**config.mk**
```make
export PLATFORM = sky130hd
export DESIGN_NAME = div_ctrl
export DESIGN_NICKNAME = d
export VERILOG_FILES = /design/src/rtl/div_ctrl_pkg.sv /design/src/rtl/div_step.sv /design/src/rtl/div_ctrl.sv
export SDC_FILE = /design/constraint.sdc
export NUM_CORES = 1
export LEC_CHECK = 0
export ABC_AREA = 1
export CORE_MARGIN = 4
export CORE_UTILIZATION = 59
export CTS_CLUSTER_SIZE = 16
export DETAILED_ROUTE_END_ITERATION = 16
export PLACE_DENSITY = 0.9
export SLEW_MARGIN = 10
export SYNTH_ARGS = -nofsm -noshare
export SYNTH_HDL_FRONTEND = slang
export SYNTH_HIERARCHICAL = 1
export SYNTH_SLANG_ARGS = --single-unit
```
**constraint.sdc**
```tcl
create_clock -name clk -period 3.9 [get_ports clk]
set_clock_uncertainty 0.2 [all_clocks]
set_input_delay 0.78 -clock clk [delete_from_list [all_inputs] [get_ports clk]]
set_output_delay 0.78 -clock clk [all_outputs]
set_load 0.1 [all_outputs]
```
**src/rtl/div_ctrl_pkg.sv**
```systemverilog
// Shared constants and state encoding for the multi-cycle DIV/DIVU sequencer.
package div_ctrl_pkg;

    localparam int unsigned RegBus       = 32;
    localparam int unsigned DoubleRegBus = 64;

    localparam logic DivStart          = 1'b1;
    localparam logic DivStop           = 1'b0;
    localparam logic DivResultReady    = 1'b1;
    localparam logic DivResultNotReady = 1'b0;

    typedef enum logic [1:0] {
        DivFree   = 2'b00,
        DivByZero = 2'b01,
        DivOn     = 2'b10,
        DivEnd    = 2'b11
    } div_state_e;

endpackage

```
**src/rtl/div_step.sv**
```systemverilog
// One restoring-division iteration: shift the 65-bit partial left, trial-subtract the divisor.
module div_step
    import div_ctrl_pkg::*;
(
    input  logic [64:0]       partial_i,
    input  logic [RegBus-1:0] divisor_i,
    output logic [64:0]       partial_o
);

    logic [33:0] diff;

    // Bit 64 of the partial is always zero, so diff[33] is a clean borrow flag.
    always_comb begin
        diff = partial_i[64:31] - {2'b00, divisor_i};
        if (diff[33]) begin
            partial_o = {partial_i[63:0], 1'b0};
        end else begin
            partial_o = {diff[32:0], partial_i[30:0], 1'b1};
        end
    end

endmodule

```
**src/rtl/div_ctrl.sv**
```systemverilog
// DIV/DIVU sequencer: 32-step restoring divide, stalls the pipeline while busy,
// returns {remainder, quotient} for the HI/LO write.
module div_ctrl
    import div_ctrl_pkg::*;
(
    input  logic                    clk,
    input  logic                    rst,
    input  logic                    signed_div_i,
    input  logic [RegBus-1:0]       opdata1_i,
    input  logic [RegBus-1:0]       opdata2_i,
    input  logic                    start_i,
    input  logic                    annul_i,
    output logic [DoubleRegBus-1:0] result_o,
    output logic                    ready_o,
    output logic                    stallreq_o
);

    div_state_e              state_q, state_d;
    logic [5:0]              cnt_q, cnt_d;
    logic [64:0]             partial_q, partial_d;
    logic [RegBus-1:0]       divisor_q, divisor_d;
    logic                    neg_quot_q, neg_quot_d;
    logic                    neg_rem_q, neg_rem_d;
    logic [DoubleRegBus-1:0] result_q, result_d;
    logic                    ready_q, ready_d;

    logic [64:0]       step_out;
    logic              op1_neg, op2_neg;
    logic [RegBus-1:0] op1_abs, op2_abs;
    logic [RegBus-1:0] quot_fix, rem_fix;

    div_step u_div_step (
        .partial_i (partial_q),
        .divisor_i (divisor_q),
        .partial_o (step_out)
    );

    // 0x80000000 negates to itself and is then treated as an unsigned magnitude.
    assign op1_neg  = signed_div_i & opdata1_i[RegBus-1];
    assign op2_neg  = signed_div_i & opdata2_i[RegBus-1];
    assign op1_abs  = op1_neg ? (32'd0 - opdata1_i) : opdata1_i;
    assign op2_abs  = op2_neg ? (32'd0 - opdata2_i) : opdata2_i;
    assign quot_fix = neg_quot_q ? (32'd0 - step_out[31:0]) : step_out[31:0];
    assign rem_fix  = neg_rem_q ? (32'd0 - step_out[63:32]) : step_out[63:32];

    always_comb begin
        state_d    = state_q;
        cnt_d      = cnt_q;
        partial_d  = partial_q;
        divisor_d  = divisor_q;
        neg_quot_d = neg_quot_q;
        neg_rem_d  = neg_rem_q;
        result_d   = result_q;
        ready_d    = ready_q;
        stallreq_o = 1'b0;

        unique case (state_q)
            DivFree: begin
                result_d = '0;
                ready_d  = DivResultNotReady;
                if (start_i == DivStart && !annul_i) begin
                    stallreq_o = 1'b1;
                    if (opdata2_i == '0) begin
                        state_d = DivByZero;
                    end else begin
                        state_d    = DivOn;
                        cnt_d      = '0;
                        partial_d  = {33'd0, op1_abs};
                        divisor_d  = op2_abs;
                        neg_quot_d = op1_neg ^ op2_neg;
                        neg_rem_d  = op1_neg;
                    end
                end
            end
            DivByZero: begin
                stallreq_o = 1'b1;
                result_d   = '0;
                if (annul_i) begin
                    state_d = DivFree;
                    ready_d = DivResultNotReady;
                end else begin
                    state_d = DivEnd;
                    ready_d = DivResultReady;
                end
            end
            DivOn: begin
                if (annul_i) begin
                    state_d  = DivFree;
                    result_d = '0;
                    ready_d  = DivResultNotReady;
                end else begin
                    stallreq_o = 1'b1;
                    partial_d  = step_out;
                    cnt_d      = cnt_q + 6'd1;
                    if (cnt_q == 6'd31) begin
                        state_d  = DivEnd;
                        result_d = {rem_fix, quot_fix};
                        ready_d  = DivResultReady;
                    end
                end
            end
            DivEnd: begin
                if (annul_i || start_i == DivStop) begin
                    state_d  = DivFree;
                    result_d = '0;
                    ready_d  = DivResultNotReady;
                end
            end
            default: state_d = DivFree;
        endcase
    end

    always_ff @(posedge clk) begin
        if (rst) begin
            state_q    <= DivFree;
            cnt_q      <= '0;
            partial_q  <= '0;
            divisor_q  <= '0;
            neg_quot_q <= 1'b0;
            neg_rem_q  <= 1'b0;
            result_q   <= '0;
            ready_q    <= DivResultNotReady;
        end else begin
            state_q    <= state_d;
            cnt_q      <= cnt_d;
            partial_q  <= partial_d;
            divisor_q  <= divisor_d;
            neg_quot_q <= neg_quot_d;
            neg_rem_q  <= neg_rem_d;
            result_q   <= result_d;
            ready_q    <= ready_d;
        end
    end

    assign result_o = result_q;
    assign ready_o  = ready_q;

endmodule
```
Word level (Yosys, flattened, before mapping)
Index checks and enable logic that the tools add are counted.
{ "op_classes": {"n_addsub": 6, "n_eq_ne": 9, "n_mux": 31, "bitwise": 5, "reduce_logical": 11} }
{ "ops": {"columns": ["cell", "n"], "rows": [
  ["$mux W65", 4],
  ["$mux W64", 3],
  ["$pmux W64 S3", 1],
  ["$pmux W65 S2", 1],
  ["$mux W32", 4],
  ["$sub A1 B32 Y32 const A", 4],
  ["$sub A34 B32 Y34", 1],
  ["$logic_not A32 Y1", 1],
  ["$mux W6", 3],
  ["$mux W2", 6],
  ["$pmux W6 S2", 1],
  ["$ne A2 B2 Y1 const B", 4],
  ["$pmux W2 S4", 1],
  ["$add A6 B1 Y6 const B", 1],
  ["$eq A6 B5 Y1 const B", 1],
  ["$reduce_and A3 Y1", 2],
  ["$mux W1", 5],
  ["$eq A2 B2 Y1 const B", 2],
  ["$pmux W1 S4", 1],
  ["$reduce_and A4 Y1", 1],
  ["$ne A3 B3 Y1 const B", 1],
  ["$pmux W1 S3", 1],
  ["$and A1 B1 Y1", 2],
  ["$eq A2 B1 Y1 const B", 1],
  ["9 further kinds", 10]
]} }
{ "word_totals": {"regBits": 172, "input_bits": 69, "output_inout_bits": 66} }

Longest topological paths before layout
{ "depth": {"depth_word": 7, "ltp_mapped": 26, "depth_no_buf": 25} }

Cells and area by module
Netlist, hierarchy kept.
{ "modules_own_cells": {"columns": ["mod", "instances", "cells_each", "area_per_inst_um2"], "rows": [
  ["div_ctrl", 1, 1628, 10075.9],
  ["div_step", 1, 752, 3677.3]
]} }

Worst setup path before layout
No wires, ideal clock.
{ "synth_timing": {"path_kind": "input-to-output", "from": "in annul_i", "to": "out stallreq_o", "arrival_ps": 2354, "setup_slack_ps": 566, "cell_stages": 5, "path_buffers": 0, "path_cell_list": "inv_1 > nand2_1 > inv_1 > a211oi_1 > nor2_1"} }
{ "synth_via": {"elab_chain_len": 4, "elab_cells_between_ends": 5} }
{ "synth_rtl": {"columns": ["item", "line_no", "source"], "rows": [
  ["start, declared", "div_ctrl.sv:12", "input logic annul_i,"],
  ["$logic_not A1 Y1", "div_ctrl.sv:61", "if (start_i == DivStart && !annul_i) begin"],
  ["$logic_and A1 B1 Y1", "div_ctrl.sv:61", null],
  ["$mux W1", "div_ctrl.sv:61", null],
  ["$pmux W1 S3 (*)", "div_ctrl.sv:57", "unique case (state_q)"],
  ["end, declared", "div_ctrl.sv:15", "output logic stallreq_o"]
]} }
Mark *: on every way between the ends. The rest lies on a longest branch, timed or not.

Worst setup path after layout
{ "layout_timing": {"from": "reg partial_q[49]", "to": "reg result_q[46] (netlist: result_o[46])"} }
{ "layout_via": {"elab_chain_len": 7} }
{ "layout_rtl": {"columns": ["item", "line_no", "source"], "rows": [
  ["start, declared", "div_ctrl.sv:20", "logic [64:0] partial_q, partial_d;"],
  ["start signal, assigned", "div_ctrl.sv:126", "partial_q <= partial_d;"],
  ["$sub A34 B32 Y34", "div_step.sv:14", "diff = partial_i[64:31] - {2'b00, divisor_i};"],
  ["$mux W65", "div_step.sv:15", "if (diff[33]) begin"],
  ["net step_out[35]", "div_ctrl.sv:27", "logic [64:0] step_out;"],
  ["$sub A1 B32 Y32", "div_ctrl.sv:44", "assign rem_fix = neg_rem_q ? (32'd0 - step_out[63:32]) : step_out[63:32];"],
  ["$mux W32", "div_ctrl.sv:44", null],
  ["$mux W64", "div_ctrl.sv:95", "if (cnt_q == 6'd31) begin"],
  ["$mux W64", "div_ctrl.sv:87", "if (annul_i) begin"],
  ["$pmux W64 S3", "div_ctrl.sv:57", null],
  ["end signal, assigned", "div_ctrl.sv:130", "result_q <= result_d;"],
  ["end, declared", "div_ctrl.sv:24", "logic [DoubleRegBus-1:0] result_q, result_d;"]
]} }
The timed path passes the listed nets, and every way through them passes these cells. The select of a mux whose other input is x is not followed.
A chain may end at the register's enable or synchronous reset.

==> impl_metrics.csv <==
group,metric,value,unit
pwr,power_density,917.5,mW/mm2
detailed_routing,wl_per_cell,16.41,um
timing,slew_violations,0,
global_routing,grt_pass1_vias,14180,
worst_setup_path,critPathRequiredTime,3980,ps
yosys,synth_top_family_by_area,"simple AND/OR/NAND/NOR gates",
yosys,synth_area_leaders,"dfxtp_1 (25%), nand2_1 (19%), nand3_1 (9.1%)",
finish,register_area,0.003453,mm2
pwr,pwr-share-comb,70.7,%
clock_network,clk_root_buffer_cell,"clkbuf_16",
pwr,irDropWorstVdd,0.7937,mV
die,start_util,60.38,%
worst_setup_path,reg2reg_depth,21,
die,ios,135,
global_routing,grt_antenna_before_repair,0,
worst_setup_path,cp-start-kind,"register",
global_routing,grt_pass1_wl,71820,um
finish,area_growth,15.43,%
pwr,p_seq_share,17.6,%
timing,setup_viol,0,
detailed_routing,vias,15600,
pwr,intPower,6.191,mW
timing,rsz0062_at_grt,"true",
worst_setup_path,endpoint,"result_o[46]",
yosys,synth-adder-area-share,3.967,%
yosys,yosys.area.top_type,"dfxtp_1",
finish,fill_cells,2090,
yosys,synth_xor_area_share,3.757,%
worst_setup_path,rr_startpoint,"partial_q[49]",
die,num_rows,55,
yosys,synth_edf_count,0,
yosys,avgSynthCellArea,5.779,um2
timing,worst_slack,232.0,ps
global_routing,grt_usage,34.22,%
detailed_routing,ant_nets,0,
detailed_routing,drc_errors,0,
finish,diodes,0,
worst_setup_path,crit_path_frequent_cell,"nand2_1",
placement,dp_hpwl,35510,um
timing,fin_crit_sh,94.05,%
yosys,synth_simple_gate_area_share,42.09,%
finish,multi_input_area,0.008554,mm2
timing,hold_ws,268.3,ps
die,die_area,0.02582,mm2
pwr,clockPowerShare,11.7,%
placement,pre_cts_slack,129.6,ps
timing,slew_headroom,31.69,%
yosys,yosys-top-cells-count,"nand2_1 (712), inv_1 (306), nor2_1 (297)",
yosys,synth_top_area_share,25.04,%
finish,nNetsFinal,2569,
placement,port_buffers,134,
timing,finalHoldViolCount,0,
timing,worst_pin_slew,1021,ps
timing,max_freq,0.2726,GHz
placement,gp_congestion,1.008,
detailed_routing,drt_pre_antenna_iters,6,
worst_setup_path,crit_chain,"ha_1 -> nand2_1 -> nand2_1 -> nand2_1 -> nand2_1 -> nand2_1 -> a21oi_1 -> nor2_2 -> buf_4 -> nand3_4 -> buf_4 -> nand3_1 -> nand2_1 -> nor2_1 -> nand3_1 -> nand2_1 -> buf_4 -> nand3_1 -> or2_2 -> nand3_1 -> a21oi_1",
timing,fin_setup_tns,0,ps
min_path,min_path_type,"reg2reg",
clock_network,cts_inserted_buffers,17,
worst_setup_path,critPathKind,"reg2reg",
pwr,p_sw,8.374,mW
worst_setup_path,worstSetupStartpoint,"partial_q[49]",
die,die_x,160.7,um
die,die_h,160.7,um
clock_network,clk_pin_slew,80,ps
clock_network,clock_sinks,172,
clock_network,clk_latency,440,ps
pwr,p_leak,7.502,nW
run,drv.max_cap_violation_count,0,
clock_network,clock_path_buffers,2,
yosys,synthFlopType,"dfxtp_1",
global_routing,grt-ovfl-total,0,
worst_setup_path,timing.reg2reg.setup_slack,230,ps
detailed_routing,vias_per_cell,5.606,
yosys,seq_area_frac_synth,25.04,%
yosys,ys_types,44,
worst_setup_path,crit_fanout,12,
min_path,min_path_cells,2,
run_status,status,"complete, no violations",
detailed_routing,drt-initial-drc-count,1619,
yosys,netlist_instances,2380,
yosys,synth.mux.area_fraction,0,%
yosys,synth_compound_area_share,11.50,%
yosys,syn-num-nets,2492,
yosys,yosysMostFrequentCell,"nand2_1",
finish,layout-drive-gt1-share,6.478,%
worst_setup_path,cp-end-kind,"register",
detailed_routing,routed_wl,45680,um
worst_setup_path,cpPeakStageDelay,460,ps
global_routing,grt_max_degree,92,
clock_network,cts_tree,"done",
yosys,yosysWarnings,6,
yosys,synthArstFlopShare,0,%
worst_setup_path,cp_slowest_cell,"dfxtp_1",
timing,min_period,3668,ps
pwr,p_sw_share,57.49,%
worst_setup_path,r2r-end,"result_o[46]",
min_path,hp-start,"result_o[58]",
clock_network,cts_max_level,4,
yosys,synth_area,0.01375,mm2
pwr,total_power,14.56,mW
yosys,synth.ff_latch_count,172,
die,coreArea,0.02278,mm2
worst_setup_path,arrival,3750,ps
-- cells by family (layout without fill, tap and decap cells) --
logic type,count (synthesis),in the layout
AO/OA/AOI/OAI,300,300
XOR/XNOR,59,59
adder cells (fa/ha/maj),43,43
buffers and inverters,431,521
flip-flops,172,172
AND/OR/NAND/NOR,1375,1375
-- worst min-delay path by stage --
stage / endpoint / slack (ps)
2_1_floorplan: partial_q[0] / 240
4_1_cts: result_o[19] / 270
5_1_grt: result_o[19] / 280
3_5_place_dp: result_o[58] / 260
3_3_place_gp: result_o[58] / 250
6_report: result_o[58] / 270
-- sequential cells by signal (all words and copies together) (netlist names) --
signal and cells:
ready_o 1, neg_rem_q 1, neg_quot_q 1, partial_q 65
result_o 64, cnt_q 6, divisor_q 32, state_q 2
-- layout by cell type, fill, tap and decap left out, types with 29 or more instances in the layout --
| cell | instances |
|---|---|
| a21oi_1 | 157 |
| buf_4 | 33 |
| clkdlybuf4s50_1 | 131 |
| dfxtp_1 | 164 |
| ha_1 | 36 |
| inv_1 | 304 |
| nand2_1 | 704 |
| nand3_1 | 249 |
| nand4_1 | 32 |
| nor2_1 | 286 |
| nor3_1 | 29 |
| o21ai_0 | 105 |
| xor2_1 | 51 |
-- final cells by class --
type,instances,area share (%)
well taps,313,2.467
flip-flops and latches,172,21.75
repair buffers,174,10.77
clock inverters,14,0.9142
clock buffers,18,2.766
multi-input cells,1777,53.89
inverters,315,7.448
-- per-stage QoR --
step	instances	utilization (%)	cell area (um2)
floorplan	2380	-	13750
global placement	2745	66.30	15100
detailed placement	2745	66.30	15100
CTS	2777	68.86	15690
global route	2783	69.70	15880
finish	2783	69.70	15880
-- critical path: cells and delay by family, from the launching register on --
kind | cells | cell delay [ps]
compound gates | 2 | 150
flops | 1 | 460
buf+inv | 3 | 520
fa+ha+maj | 1 | 340
simple gates | 15 | 1880
-- power by group through the flow --
stage	registers (mW)	clock network (mW)	logic, mW
finish	2.57	1.70	10.3
global route	2.61	1.80	11.3
CTS	2.55	1.70	9.71
detailed placement	2.58	0	9.63
global placement	2.57	0	9.46
floorplan	3.13	0	6.75
-- per-layer routing --
metal / share of wire, % / global-route usage [%] / up-vias
met2: 47 / 57.54 / 786
met5: 0 / 0 / -
met4: 5.5 / 17.09 / 0
li1: - / - / 7668
met1: 41 / 42.84 / 6991
met3: 7.0 / 5.004 / 156
-- what timing repair did --
item                                    4_1_cts  5_1_grt
gates resized for setup                       0       47
setup buffers                                 0        6
hold buffers                                  0        0
endpoints found under the setup margin        0       35
No activity file was read; power rests on OpenSTA's default activity.
